<file path="config.mk">
export PLATFORM = sky130hd
export DESIGN_NAME = pipe_hazard_ctrl_flat
export DESIGN_NICKNAME = d
export VERILOG_FILES = /design/src/rtl/pipe_hazard_ctrl_pkg.sv /design/src/rtl/pipe_hazard_ctrl_if.sv /design/src/rtl/pipe_hazard_ctrl_hazard_detect.sv /design/src/rtl/pipe_hazard_ctrl_sat_inc.sv /design/src/rtl/pipe_hazard_ctrl.sv /design/src/flat_wrapper.sv
export SDC_FILE = /design/constraint.sdc
export NUM_CORES = 1
export LEC_CHECK = 0
export ABC_AREA = 1
export CAP_MARGIN = 40
export CELL_PAD_IN_SITES_DETAIL_PLACEMENT = 0
export CELL_PAD_IN_SITES_GLOBAL_PLACEMENT = 1
export CORE_ASPECT_RATIO = 0.75
export CORE_UTILIZATION = 37
export CTS_BUF_LIST = sky130_fd_sc_hd__clkbuf_16
export DETAILED_ROUTE_END_ITERATION = 8
export PLACE_DENSITY = 0.87
export SKIP_CTS_REPAIR_TIMING = 1
export SLEW_MARGIN = 0
export SYNTH_ARGS = -nofsm -noshare
export SYNTH_HDL_FRONTEND = slang
export SYNTH_HIERARCHICAL = 1
export SYNTH_SLANG_ARGS = --single-unit
export TNS_END_PERCENT = 10
</file>
<file path="constraint.sdc">
create_clock -name i_clk -period 4.87 [get_ports i_clk]
set_input_delay 0.974 -clock i_clk [delete_from_list [all_inputs] [get_ports i_clk]]
set_output_delay 0.974 -clock i_clk [all_outputs]
set_load 0.01 [all_outputs]
</file>
<file path="src/rtl/pipe_hazard_ctrl_pkg.sv">
// Shared constants and state encoding for the pipeline hazard controller.
package pipe_hazard_ctrl_pkg;

   localparam int unsigned CNT_BITS_DEF      = 16;
   localparam int unsigned REG_ADDR_BITS_DEF = 5;

   // Controller states: normal flow or frozen pipeline.
   typedef enum logic {
      ST_RUN  = 1'b0,
      ST_HALT = 1'b1
   } state_t;

endpackage : pipe_hazard_ctrl_pkg

</file>
<file path="src/rtl/pipe_hazard_ctrl_if.sv">
// Bundle of pipeline-status inputs and control outputs of the hazard controller.
// The pipeline side (master) drives the stage status and consumes enables and
// flushes. The controller side (slave) does the reverse. There is no handshake:
// every output is valid in every cycle.
interface pipe_hazard_ctrl_if
   import pipe_hazard_ctrl_pkg::*;
#(
   parameter int unsigned CntBits     = CNT_BITS_DEF,
   parameter int unsigned RegAddrBits = REG_ADDR_BITS_DEF
);
   // ID stage sources
   logic [RegAddrBits-1:0] id_rs1;
   logic [RegAddrBits-1:0] id_rs2;
   logic                   id_uses_rs1;
   logic                   id_uses_rs2;
   // EX stage status
   logic                   ex_mem_read;
   logic [RegAddrBits-1:0] ex_rd;
   logic                   ex_branch_taken;
   // Freeze / resume requests
   logic                   halt_req;
   logic                   go;
   // Pipeline register controls
   logic                   pc_en;
   logic                   ifid_en;
   logic                   idex_en;
   logic                   ifid_flush;
   logic                   idex_flush;
   logic                   halted;
   // Statistics
   logic [CntBits-1:0]     stall_cnt;
   logic [CntBits-1:0]     flush_cnt;

   modport master (
      output id_rs1, id_rs2, id_uses_rs1, id_uses_rs2,
      output ex_mem_read, ex_rd, ex_branch_taken, halt_req, go,
      input  pc_en, ifid_en, idex_en, ifid_flush, idex_flush, halted,
      input  stall_cnt, flush_cnt
   );

   modport slave (
      input  id_rs1, id_rs2, id_uses_rs1, id_uses_rs2,
      input  ex_mem_read, ex_rd, ex_branch_taken, halt_req, go,
      output pc_en, ifid_en, idex_en, ifid_flush, idex_flush, halted,
      output stall_cnt, flush_cnt
   );

endinterface : pipe_hazard_ctrl_if

</file>
<file path="src/rtl/pipe_hazard_ctrl_hazard_detect.sv">
// Load-use hazard detection: the ID instruction reads a register that the
// load currently in EX will write. Register 0 is never a hazard.
module hazard_detect
   import pipe_hazard_ctrl_pkg::*;
#(
   parameter int unsigned RegAddrBits = REG_ADDR_BITS_DEF
) (
   input  logic [RegAddrBits-1:0] i_id_rs1,
   input  logic [RegAddrBits-1:0] i_id_rs2,
   input  logic                   i_id_uses_rs1,
   input  logic                   i_id_uses_rs2,
   input  logic                   i_ex_mem_read,
   input  logic [RegAddrBits-1:0] i_ex_rd,
   output logic                   o_load_use
);

   logic w_rs1_hit;
   logic w_rs2_hit;

   // Per-source match against the EX destination, gated by actual use.
   always_comb begin
      w_rs1_hit  = i_id_uses_rs1 && (i_id_rs1 == i_ex_rd);
      w_rs2_hit  = i_id_uses_rs2 && (i_id_rs2 == i_ex_rd);
      o_load_use = i_ex_mem_read && (i_ex_rd != '0) && (w_rs1_hit || w_rs2_hit);
   end

endmodule : hazard_detect

</file>
<file path="src/rtl/pipe_hazard_ctrl_sat_inc.sv">
// Saturating increment: next value of a counter that sticks at all-ones.
// The register itself lives in the caller.
module sat_inc #(
   parameter int unsigned Width = 16
) (
   input  logic [Width-1:0] i_val,
   input  logic             i_inc,
   output logic [Width-1:0] o_val
);

   // Add one only when requested and not already at the ceiling.
   always_comb begin
      o_val = i_val;
      if (i_inc && (i_val != '1)) begin
         o_val = i_val + Width'(1);
      end
   end

endmodule : sat_inc

</file>
<file path="src/rtl/pipe_hazard_ctrl.sv">
// Pipeline hazard controller: stalls on load-use, flushes on taken branch,
// freezes on halt request, and counts stall/flush cycles.
module pipe_hazard_ctrl
   import pipe_hazard_ctrl_pkg::*;
#(
   parameter int unsigned CntBits     = CNT_BITS_DEF,
   parameter int unsigned RegAddrBits = REG_ADDR_BITS_DEF
) (
   input  logic               i_clk,
   input  logic               i_rst,
   pipe_hazard_ctrl_if.slave  io_hz,
   output state_t             o_state
);

   state_t             r_state;
   state_t             w_state_nxt;
   logic [CntBits-1:0] r_stall_cnt;
   logic [CntBits-1:0] r_flush_cnt;
   logic [CntBits-1:0] w_stall_cnt_nxt;
   logic [CntBits-1:0] w_flush_cnt_nxt;
   logic               w_load_use;
   logic               w_stall_ev;
   logic               w_flush_ev;
   logic               w_pc_en;
   logic               w_ifid_en;
   logic               w_idex_en;
   logic               w_ifid_flush;
   logic               w_idex_flush;

   hazard_detect #(
      .RegAddrBits (RegAddrBits)
   ) u_hazard_detect (
      .i_id_rs1      (io_hz.id_rs1),
      .i_id_rs2      (io_hz.id_rs2),
      .i_id_uses_rs1 (io_hz.id_uses_rs1),
      .i_id_uses_rs2 (io_hz.id_uses_rs2),
      .i_ex_mem_read (io_hz.ex_mem_read),
      .i_ex_rd       (io_hz.ex_rd),
      .o_load_use    (w_load_use)
   );

   sat_inc #(
      .Width (CntBits)
   ) u_stall_inc (
      .i_val (r_stall_cnt),
      .i_inc (w_stall_ev),
      .o_val (w_stall_cnt_nxt)
   );

   sat_inc #(
      .Width (CntBits)
   ) u_flush_inc (
      .i_val (r_flush_cnt),
      .i_inc (w_flush_ev),
      .o_val (w_flush_cnt_nxt)
   );

   // State register; reset always lands in RUN, even from HALT.
   always_ff @(posedge i_clk) begin
      if (i_rst) begin
         r_state <= ST_RUN;
      end else begin
         r_state <= w_state_nxt;
      end
   end

   // Next state and Mealy pipeline controls. Priority in RUN:
   // halt request, then taken branch, then load-use.
   always_comb begin
      w_state_nxt  = r_state;
      w_pc_en      = 1'b0;
      w_ifid_en    = 1'b0;
      w_idex_en    = 1'b0;
      w_ifid_flush = 1'b0;
      w_idex_flush = 1'b0;
      w_stall_ev   = 1'b0;
      w_flush_ev   = 1'b0;
      if (i_rst) begin
         // Hold the PC and clear both pipeline registers while resetting.
         w_ifid_flush = 1'b1;
         w_idex_flush = 1'b1;
      end else begin
         case (r_state)
            ST_RUN: begin
               if (io_hz.halt_req) begin
                  w_state_nxt = ST_HALT;
               end else if (io_hz.ex_branch_taken) begin
                  w_pc_en      = 1'b1;
                  w_ifid_en    = 1'b1;
                  w_idex_en    = 1'b1;
                  w_ifid_flush = 1'b1;
                  w_idex_flush = 1'b1;
                  w_flush_ev   = 1'b1;
               end else if (w_load_use) begin
                  // Hold PC and IF/ID, inject a bubble into ID/EX.
                  w_idex_en    = 1'b1;
                  w_idex_flush = 1'b1;
                  w_stall_ev   = 1'b1;
               end else begin
                  w_pc_en   = 1'b1;
                  w_ifid_en = 1'b1;
                  w_idex_en = 1'b1;
               end
            end
            ST_HALT: begin
               // A simultaneous halt request keeps the pipeline frozen.
               if (io_hz.go && !io_hz.halt_req) begin
                  w_state_nxt = ST_RUN;
               end
            end
            default: begin
               w_state_nxt = ST_RUN;
            end
         endcase
      end
   end

   // Statistics counters; events are already suppressed in HALT and halt cycles.
   always_ff @(posedge i_clk) begin
      if (i_rst) begin
         r_stall_cnt <= '0;
         r_flush_cnt <= '0;
      end else begin
         r_stall_cnt <= w_stall_cnt_nxt;
         r_flush_cnt <= w_flush_cnt_nxt;
      end
   end

   assign io_hz.pc_en      = w_pc_en;
   assign io_hz.ifid_en    = w_ifid_en;
   assign io_hz.idex_en    = w_idex_en;
   assign io_hz.ifid_flush = w_ifid_flush;
   assign io_hz.idex_flush = w_idex_flush;
   assign io_hz.halted     = (r_state == ST_HALT) && !i_rst;
   assign io_hz.stall_cnt  = r_stall_cnt;
   assign io_hz.flush_cnt  = r_flush_cnt;
   assign o_state          = r_state;

endmodule : pipe_hazard_ctrl

</file>
<file path="src/flat_wrapper.sv">
// flat-port wrapper written by rule: the top's interface ports become plain ports
module pipe_hazard_ctrl_flat import pipe_hazard_ctrl_pkg::*;
#(
   parameter int unsigned CntBits     = CNT_BITS_DEF,
   parameter int unsigned RegAddrBits = REG_ADDR_BITS_DEF
)
  (i_clk, i_rst, o_state, io_hz_id_rs1, io_hz_id_rs2, io_hz_id_uses_rs1, io_hz_id_uses_rs2, io_hz_ex_mem_read, io_hz_ex_rd, io_hz_ex_branch_taken, io_hz_halt_req, io_hz_go, io_hz_pc_en, io_hz_ifid_en, io_hz_idex_en, io_hz_ifid_flush, io_hz_idex_flush, io_hz_halted, io_hz_stall_cnt, io_hz_flush_cnt);
  pipe_hazard_ctrl_if #(.CntBits(CntBits), .RegAddrBits(RegAddrBits)) io_hz_i ();
  input  logic i_clk;
  input  logic i_rst;
  output state_t o_state;
  input wire logic [$bits(io_hz_i.id_rs1)-1:0] io_hz_id_rs1;
  input wire logic [$bits(io_hz_i.id_rs2)-1:0] io_hz_id_rs2;
  input wire logic [$bits(io_hz_i.id_uses_rs1)-1:0] io_hz_id_uses_rs1;
  input wire logic [$bits(io_hz_i.id_uses_rs2)-1:0] io_hz_id_uses_rs2;
  input wire logic [$bits(io_hz_i.ex_mem_read)-1:0] io_hz_ex_mem_read;
  input wire logic [$bits(io_hz_i.ex_rd)-1:0] io_hz_ex_rd;
  input wire logic [$bits(io_hz_i.ex_branch_taken)-1:0] io_hz_ex_branch_taken;
  input wire logic [$bits(io_hz_i.halt_req)-1:0] io_hz_halt_req;
  input wire logic [$bits(io_hz_i.go)-1:0] io_hz_go;
  output wire logic [$bits(io_hz_i.pc_en)-1:0] io_hz_pc_en;
  output wire logic [$bits(io_hz_i.ifid_en)-1:0] io_hz_ifid_en;
  output wire logic [$bits(io_hz_i.idex_en)-1:0] io_hz_idex_en;
  output wire logic [$bits(io_hz_i.ifid_flush)-1:0] io_hz_ifid_flush;
  output wire logic [$bits(io_hz_i.idex_flush)-1:0] io_hz_idex_flush;
  output wire logic [$bits(io_hz_i.halted)-1:0] io_hz_halted;
  output wire logic [$bits(io_hz_i.stall_cnt)-1:0] io_hz_stall_cnt;
  output wire logic [$bits(io_hz_i.flush_cnt)-1:0] io_hz_flush_cnt;
  assign io_hz_i.id_rs1 = io_hz_id_rs1;
  assign io_hz_i.id_rs2 = io_hz_id_rs2;
  assign io_hz_i.id_uses_rs1 = io_hz_id_uses_rs1;
  assign io_hz_i.id_uses_rs2 = io_hz_id_uses_rs2;
  assign io_hz_i.ex_mem_read = io_hz_ex_mem_read;
  assign io_hz_i.ex_rd = io_hz_ex_rd;
  assign io_hz_i.ex_branch_taken = io_hz_ex_branch_taken;
  assign io_hz_i.halt_req = io_hz_halt_req;
  assign io_hz_i.go = io_hz_go;
  assign io_hz_pc_en = io_hz_i.pc_en;
  assign io_hz_ifid_en = io_hz_i.ifid_en;
  assign io_hz_idex_en = io_hz_i.idex_en;
  assign io_hz_ifid_flush = io_hz_i.ifid_flush;
  assign io_hz_idex_flush = io_hz_i.idex_flush;
  assign io_hz_halted = io_hz_i.halted;
  assign io_hz_stall_cnt = io_hz_i.stall_cnt;
  assign io_hz_flush_cnt = io_hz_i.flush_cnt;
  pipe_hazard_ctrl #(.CntBits(CntBits), .RegAddrBits(RegAddrBits)) u_core (.i_clk(i_clk), .i_rst(i_rst), .io_hz(io_hz_i), .o_state(o_state));
endmodule
</file>
### Word level (Yosys, flattened, before mapping)

Index checks and enable logic that the tools add are counted.

| word-level totals | value |
|---|---|
| memory bits (writable) | 0 |
| input bits | 23 |
| memories | 0 |
| bits in latches | 0 |
| register bits after elaboration | 33 |
| bits in read-only memories | 0 |

| operators by class | value |
|---|---|
| equality and inequality tests | 4 |
| $add $sub $neg | 2 |
| divide/modulo/power cells | 0 |
| reductions and logical operators | 12 |
| bitwise logic cells | 1 |
| multiply operators | 0 |
| mux-type cells | 25 |
| magnitude comparators | 0 |
| shift operators | 0 |

Operator list:

| operator | number |
|---|---|
| $add 16x1->16 const B | 2 |
| $ne 16x16->1 const B | 2 |
| $mux 1 | 24 |
| $eq 5x5->1 | 2 |
| $logic_and 1x1->1 | 8 |
| $reduce_bool 5->1 | 1 |
| $logic_not 1->1 | 2 |
| $pmux 1 s2 | 1 |
| $logic_or 1x1->1 | 1 |
| $not 1->1 | 1 |

### Depth between registers and ports, before layout

| depth | value |
|---|---|
| depth after elaboration | 10 |
| mapped depth | 18 |
| depth with buffers taken out | 18 |

### By module

Netlist, hierarchy kept.

By module, submodules not included:

| module | instances | area an instance (um^2) | cells each |
|---|---|---|---|
| sat_inc | 2 | 659.4 | 124 |
| pipe_hazard_ctrl | 1 | 1041.0 | 124 |
| hazard_detect | 1 | 216.5 | 55 |

### Least setup slack after synthesis

OpenSTA, ideal clock, no wires.

| timing | value |
|---|---|
| path type | input to output |
| start | input port io_hz_ex_rd[3] |
| end | output port io_hz_pc_en |
| arrival time | 1.819 ns |
| slack | 2.077 ns |
| stages on the path | 8 |
| required time | 3.896 ns |
| cell sequence | inv_1 > nand4_1 > o21ai_0 > a21oi_1 > nand2_1 > inv_1 > nor2_1 > buf_4 |

| on the way | value |
|---|---|
| word-level cells in the longest chain between the ends | 9 |
| elaborated cells on any way between the ends | 13 |

RTL lines:

| item | RTL line | RTL |
|---|---|---|
| from (decl) | flat_wrapper.sv:17 | `input wire logic [$bits(io_hz_i.ex_rd)-1:0] io_hz_ex_rd;` |
| $eq 5x5->1 (on tied branches) | pipe_hazard_ctrl_hazard_detect.sv:22, pipe_hazard_ctrl_hazard_detect.sv:23 |  |
| $logic_and 1x1->1 (on tied branches) | pipe_hazard_ctrl_hazard_detect.sv:22, pipe_hazard_ctrl_hazard_detect.sv:23 |  |
| $logic_or 1x1->1 | pipe_hazard_ctrl_hazard_detect.sv:24 | `o_load_use = i_ex_mem_read && (i_ex_rd != '0) && (w_rs1_hit \|\| w_rs2_hit);` |
| $logic_and 1x1->1 * | pipe_hazard_ctrl_hazard_detect.sv:24 |  |
| net u_core.w_load_use | pipe_hazard_ctrl.sv:21 | `logic w_load_use;` |
| $mux 1 * (5 in a row) | - |  |
| to (decl) | flat_wrapper.sv:21 | `output wire logic [$bits(io_hz_i.pc_en)-1:0] io_hz_pc_en;` |

Mark *: on every way through the listed nets, which the timed path passes. The rest lies on a longest branch.

### Final worst setup path

| timing | value |
|---|---|
| start | input port io_hz_ex_rd[3] |
| end | output port io_hz_idex_flush |

| on the way | value |
|---|---|
| word-level cells in the longest chain between the ends | 9 |
| elaborated cells on any way between the ends | 13 |

RTL lines:

| item | RTL line | RTL |
|---|---|---|
| $eq 5x5->1 (on tied branches) | pipe_hazard_ctrl_hazard_detect.sv:22, pipe_hazard_ctrl_hazard_detect.sv:23 |  |
| $logic_and 1x1->1 (on tied branches) | pipe_hazard_ctrl_hazard_detect.sv:22, pipe_hazard_ctrl_hazard_detect.sv:23 |  |
| $logic_or 1x1->1 | pipe_hazard_ctrl_hazard_detect.sv:24 |  |
| $logic_and 1x1->1 * | pipe_hazard_ctrl_hazard_detect.sv:24 |  |
| net u_core.w_load_use | pipe_hazard_ctrl.sv:21 |  |
| $mux 1 * | pipe_hazard_ctrl.sv:94 | `end else if (w_load_use) begin` |
| $mux 1 * | pipe_hazard_ctrl.sv:87 | `end else if (io_hz.ex_branch_taken) begin` |
| $mux 1 * | pipe_hazard_ctrl.sv:85 | `if (io_hz.halt_req) begin` |
| $mux 1 * | pipe_hazard_ctrl.sv:83 | `case (r_state)` |
| $mux 1 * | pipe_hazard_ctrl.sv:78 | `if (i_rst) begin` |
| to (decl) | flat_wrapper.sv:25 | `output wire logic [$bits(io_hz_i.idex_flush)-1:0] io_hz_idex_flush;` |

Marked as above.

==> results.md <==
Setup path:
- The start-to-end type of the worst setup path is primary input to output pin.
- For the worst setup path, the data arrival time is about 2800 ps.
- STA puts the critical path data required time at between 3000 and 4000 ps.
- Traced cell by cell, the critical path runs through clkdlybuf4s50_1 > inv_1 > nand2_1 > nand2_1 > nor2_1 > nand3_1 > a21oi_1 > inv_1 > nand2_1 > nand2_1 > nand2_1 > clkdlybuf4s50_1.
- The maximum fanout along the worst path is 4.
- The cell with the largest stage delay on the worst path is sky130_fd_sc_hd__clkdlybuf4s50_1.
- STA classifies the critical path startpoint as a primary input.
- The critical path buffer and inverter count is 4.
- The cell repeated most along the worst path is sky130_fd_sc_hd__nand2_1.
- The kind of cell with the highest combined delay along the critical path is buffers and inverters.
- On the worst path, the slowest cell contributes a delay of about 530 ps.
- STA classifies the critical path endpoint as an output pin.

Global routing:
- The number of global-route vias before repair is 2256.
- The global-route wire length before repair is approximately 11 mm.
- The overall routing resource usage is 18.3%.
- The initial antenna violation count is 0.
- Summed over all layers, the global routing overflow is 0.
- Entering global routing, the biggest net connects 35 pins.

Power and ir drop:
- The share of total power dissipated in sequential elements is 42.7%.
- The analysis attributes to net switching a power of between 0.0001 and 0.00015 W.
- For this design the static power due to leakage is about 1.6 nW.
- The internal portion of the total power is between 0.0004 and 0.0005 W.
- Combinational cells account for under 10% of the total power.
- Per report_power, the clock group accounts for approximately half of the total.
- In this run the power density over the cells is between 150 and 200 mW/mm^2.
- IR analysis of the VDD net gives a maximum drop of around 0.00014 V.
- Net switching is between 20% and 30% of the power.

Placement:
- Before CTS, the worst setup slack after placement is about 1100 ps.
- The total half-perimeter wirelength after legalization and detailed placement is between 4 and 5 mm.
- At the end of routability-driven placement, the weighted congestion stood at roughly 0.83.
- The count of buffers added on input and output ports is just over 60.
- Summing all placed instances gives a cell area of roughly 0.0032 mm^2.

Synth:
- Counting flops with a built-in enable in the synthesized netlist gives 0.
- The number of synthesized register bits is 33.
- The average instance in the mapped netlist occupies approximately 6.0 um^2.
- After synthesis the cells add up to approximately 0.0026 mm^2.
- Of all cell types, the one taking the most synthesized area is sky130_fd_sc_hd__dfxtp_1.
- The total nets after synthesis is 452.
- For this run, asynchronously set or reset flops after synthesis account for 0%.
- The number of distinct library cell variants in the gate-level netlist after synthesis is 24.
- The most frequently used cell type in the post-synthesis netlist is sky130_fd_sc_hd__nand2_1.
- The primary flip-flop cell chosen by synthesis mapping is sky130_fd_sc_hd__dfxtp_1.
- The commonest cells after synthesis are sky130_fd_sc_hd__nand2_1, sky130_fd_sc_hd__inv_1, sky130_fd_sc_hd__nor2_1, sky130_fd_sc_hd__dfxtp_1.
- By area the synthesized netlist is led by sky130_fd_sc_hd__dfxtp_1, sky130_fd_sc_hd__nand2_1, sky130_fd_sc_hd__inv_1, sky130_fd_sc_hd__nor2_1, sky130_fd_sc_hd__nor2_8.
- The register area share after synthesis is approximately 26%.
- The count of synthesis-stage warnings from yosys is 6.
- Summed over its instances, the top area cell type makes up roughly a quarter of the synthesized netlist area.
- In the synthesized netlist, the number of instances is around 430.

Floorplanning:
- between 60 and 70 I/O pins were placed.
- The die is roughly 98 um wide.
- The effective utilization at floorplan is roughly two fifths.
- The total die area is 0.00730 mm^2.
- In this run the vertical extent of the chip is between 70 and 80 um.
- The number of core rows is 25.
- The region available for standard cell placement spans ~0.0065 mm^2.

Route:
- The average via count per standard cell is roughly 4.5.
- For this block, the routed nets add up to ~6.2 mm of wire.
- The wire length on met3 is 341 um.
- The DRC violation count after routing is 9.
- The pre-antenna-repair detailed-routing pass consisted of 6 iterations.
- The length of routed wiring on met1 is between 3 and 4 mm.
- The average wire per standard cell is ~11 um.
- The number of antenna-violating nets in the routed design is 0.
- The detailed-routed wire length on met2 is 2.44 mm.
- For this block, the initial DRC count from the detailed router was approximately 110.
- The number of vias after detailed routing is around 2600.
- The top metal layer carrying routed signals is met4.

STA:
- Setup repair after global routing left no endpoint under its margin.
- The worst path uses between 70% and 80% of the clock period.
- The number of max-slew violations in the final report was 0.
- In the post-route analysis, the smallest setup slack over all paths is around 1100 ps.
- The final setup TNS is 0 ps.
- The number of hold violations in the final report is 0.
- The number of endpoints failing setup at the final stage is 0.
- Derived from the worst setup path, the maximum achievable clock frequency is 266 MHz.
- The normalized max-slew margin is approximately 62%.
- The worst path in the final design needs a cycle of between 3000 and 4000 ps, including I/O delays and setup.
- The worst setup skew after layout is around 5.5 ps.
- The pin slew with the least headroom to its limit is around 570 ps.

Layout:
- 0 antenna diodes ended up in the layout.
- Summing all flip-flop and latch instances after layout gives ~660 um^2.
- In the final layout, the multi-input gates occupy roughly 0.0015 mm^2.
- The number of fill cells is ~700.
- The final net count is slightly above 500.
- In the final layout, the share of cells above drive strength 1 is a little over a tenth.
- The post-synthesis to final-layout area growth is 31.4%.
- The summed area of non-filler cells in the final layout is around 0.0034 mm^2.

Worst hold path:
- The type of the worst min-delay path is flip-flop to flip-flop.

Clocking:
- The total number of clock tree sinks is 33.
- After clock tree synthesis, the clock-pin slew on the worst setup and hold paths is 50 ps.
- The clock tree from TritonCTS is yes.
- For the worst-skew pair, the clock arrives at the later sink with an insertion delay of 280 ps.
- The total number of H-tree levels is 2.
- The maximum buffer depth of the clock tree is 2.
- The root buffer selected by CTS is sky130_fd_sc_hd__clkbuf_16.
- The number of CTS-inserted buffers is 5.

Flow run:
- The tool flagged a number of max-cap violations equal to 0.

Outcome:
- The run finished, with violations left.
- The final reports fail on design-rule violations.
## routing by layer
| layer | GRT usage (%) | up-vias |
|---|---|---|
| li1 | - | 1397 |
| met1 | 27.9 | 1107 |
| met4 | 4.48 | 0 |
| met5 | 0 | - |
| met3 | 3.20 | 2 |
| met2 | 26.5 | 49 |
## worst register-to-register path, delay by kind of cell (launching register included)
family                 cells  cell delay, ps
flip-flops                 1             320
buffers and inverters      3             260
AO/OA/AOI/OAI              1             120
AND/OR/NAND/NOR            8            1200
## power groups by stage
| stage | clock network, W | registers [W] | logic (W) |
|---|---|---|---|
| 5_1_grt | 0.000328 | 0.000272 | 0.0000657 |
| 4_1_cts | 0.000316 | 0.000272 | 0.0000592 |
| 2_1_floorplan | 0 | 0.000279 | 0.0000288 |
| 6_report | 0.000306 | 0.000272 | 0.0000588 |
| 3_3_place_gp | 0 | 0.000278 | 0.0000591 |
| 3_5_place_dp | 0 | 0.000278 | 0.0000587 |
## state kept, by name, indices dropped and copies added, names as in the netlist
signal / cells
u_core/io_hz.flush_cnt: 16
u_core/io_hz.stall_cnt: 16
u_core/o_state: 1
## cell usage in the layout, fill, tap and decap left out, drive strengths merged, types with 5 or more instances in the layout
master         netlist  routed
nand2              151     151
nor2                88      88
inv                 85      85
clkdlybuf4s50        0      61
dfxtp               33      33
o21ai               21      21
nand3               14      14
nand4                9       9
nand3b               8       8
clkbuf               0       5
## per-stage QoR
step | utilization, % | hold WS (ps) | power [W] | cells
after floorplan | - | 562 | 0.000307 | 427
after global placement | 49.8 | 542 | 0.000337 | 565
after detailed placement | 49.8 | 544 | 0.000337 | 565
after CTS | 52.0 | 558 | 0.000648 | 573
after global routing | 52.0 | 600 | 0.000666 | 573
final | 52.0 | 552 | 0.000637 | 573
## cell families after synthesis
kind of cell | synth area share, %
AOI/OAI and AO/OA | 4.86
xor gates and xnor gates | 2.04
adders and majority gates | 0.971
buffers and inverters | 14.7
DFF | 25.6
and+or+nand+nor | 51.8
## final timing paths
path / from / endpoint / slack (ps) / cells after the start
worst min register to register: u_core/io_hz.stall_cnt[1] / u_core/io_hz.stall_cnt[1] / 550 / 4
worst max register to register: u_core/o_state / u_core/io_hz.stall_cnt[10] / 2850 / 12
worst max-delay path: io_hz_ex_rd[3] / io_hz_idex_flush / 1120 / 12
worst min-delay path: u_core/io_hz.stall_cnt[1] / u_core/io_hz.stall_cnt[1] / 550 / 4
## layout make-up
cell class              count  area share (%)
well taps                  81            2.99
clock buffers               5            3.70
clock inverters             3           0.517
flip-flops and latches     33            19.5
inverters                  87            9.65
multi-input cells         302            45.4
repair buffers             62            18.3
Note: power is estimated with default switching activity, not from simulation.
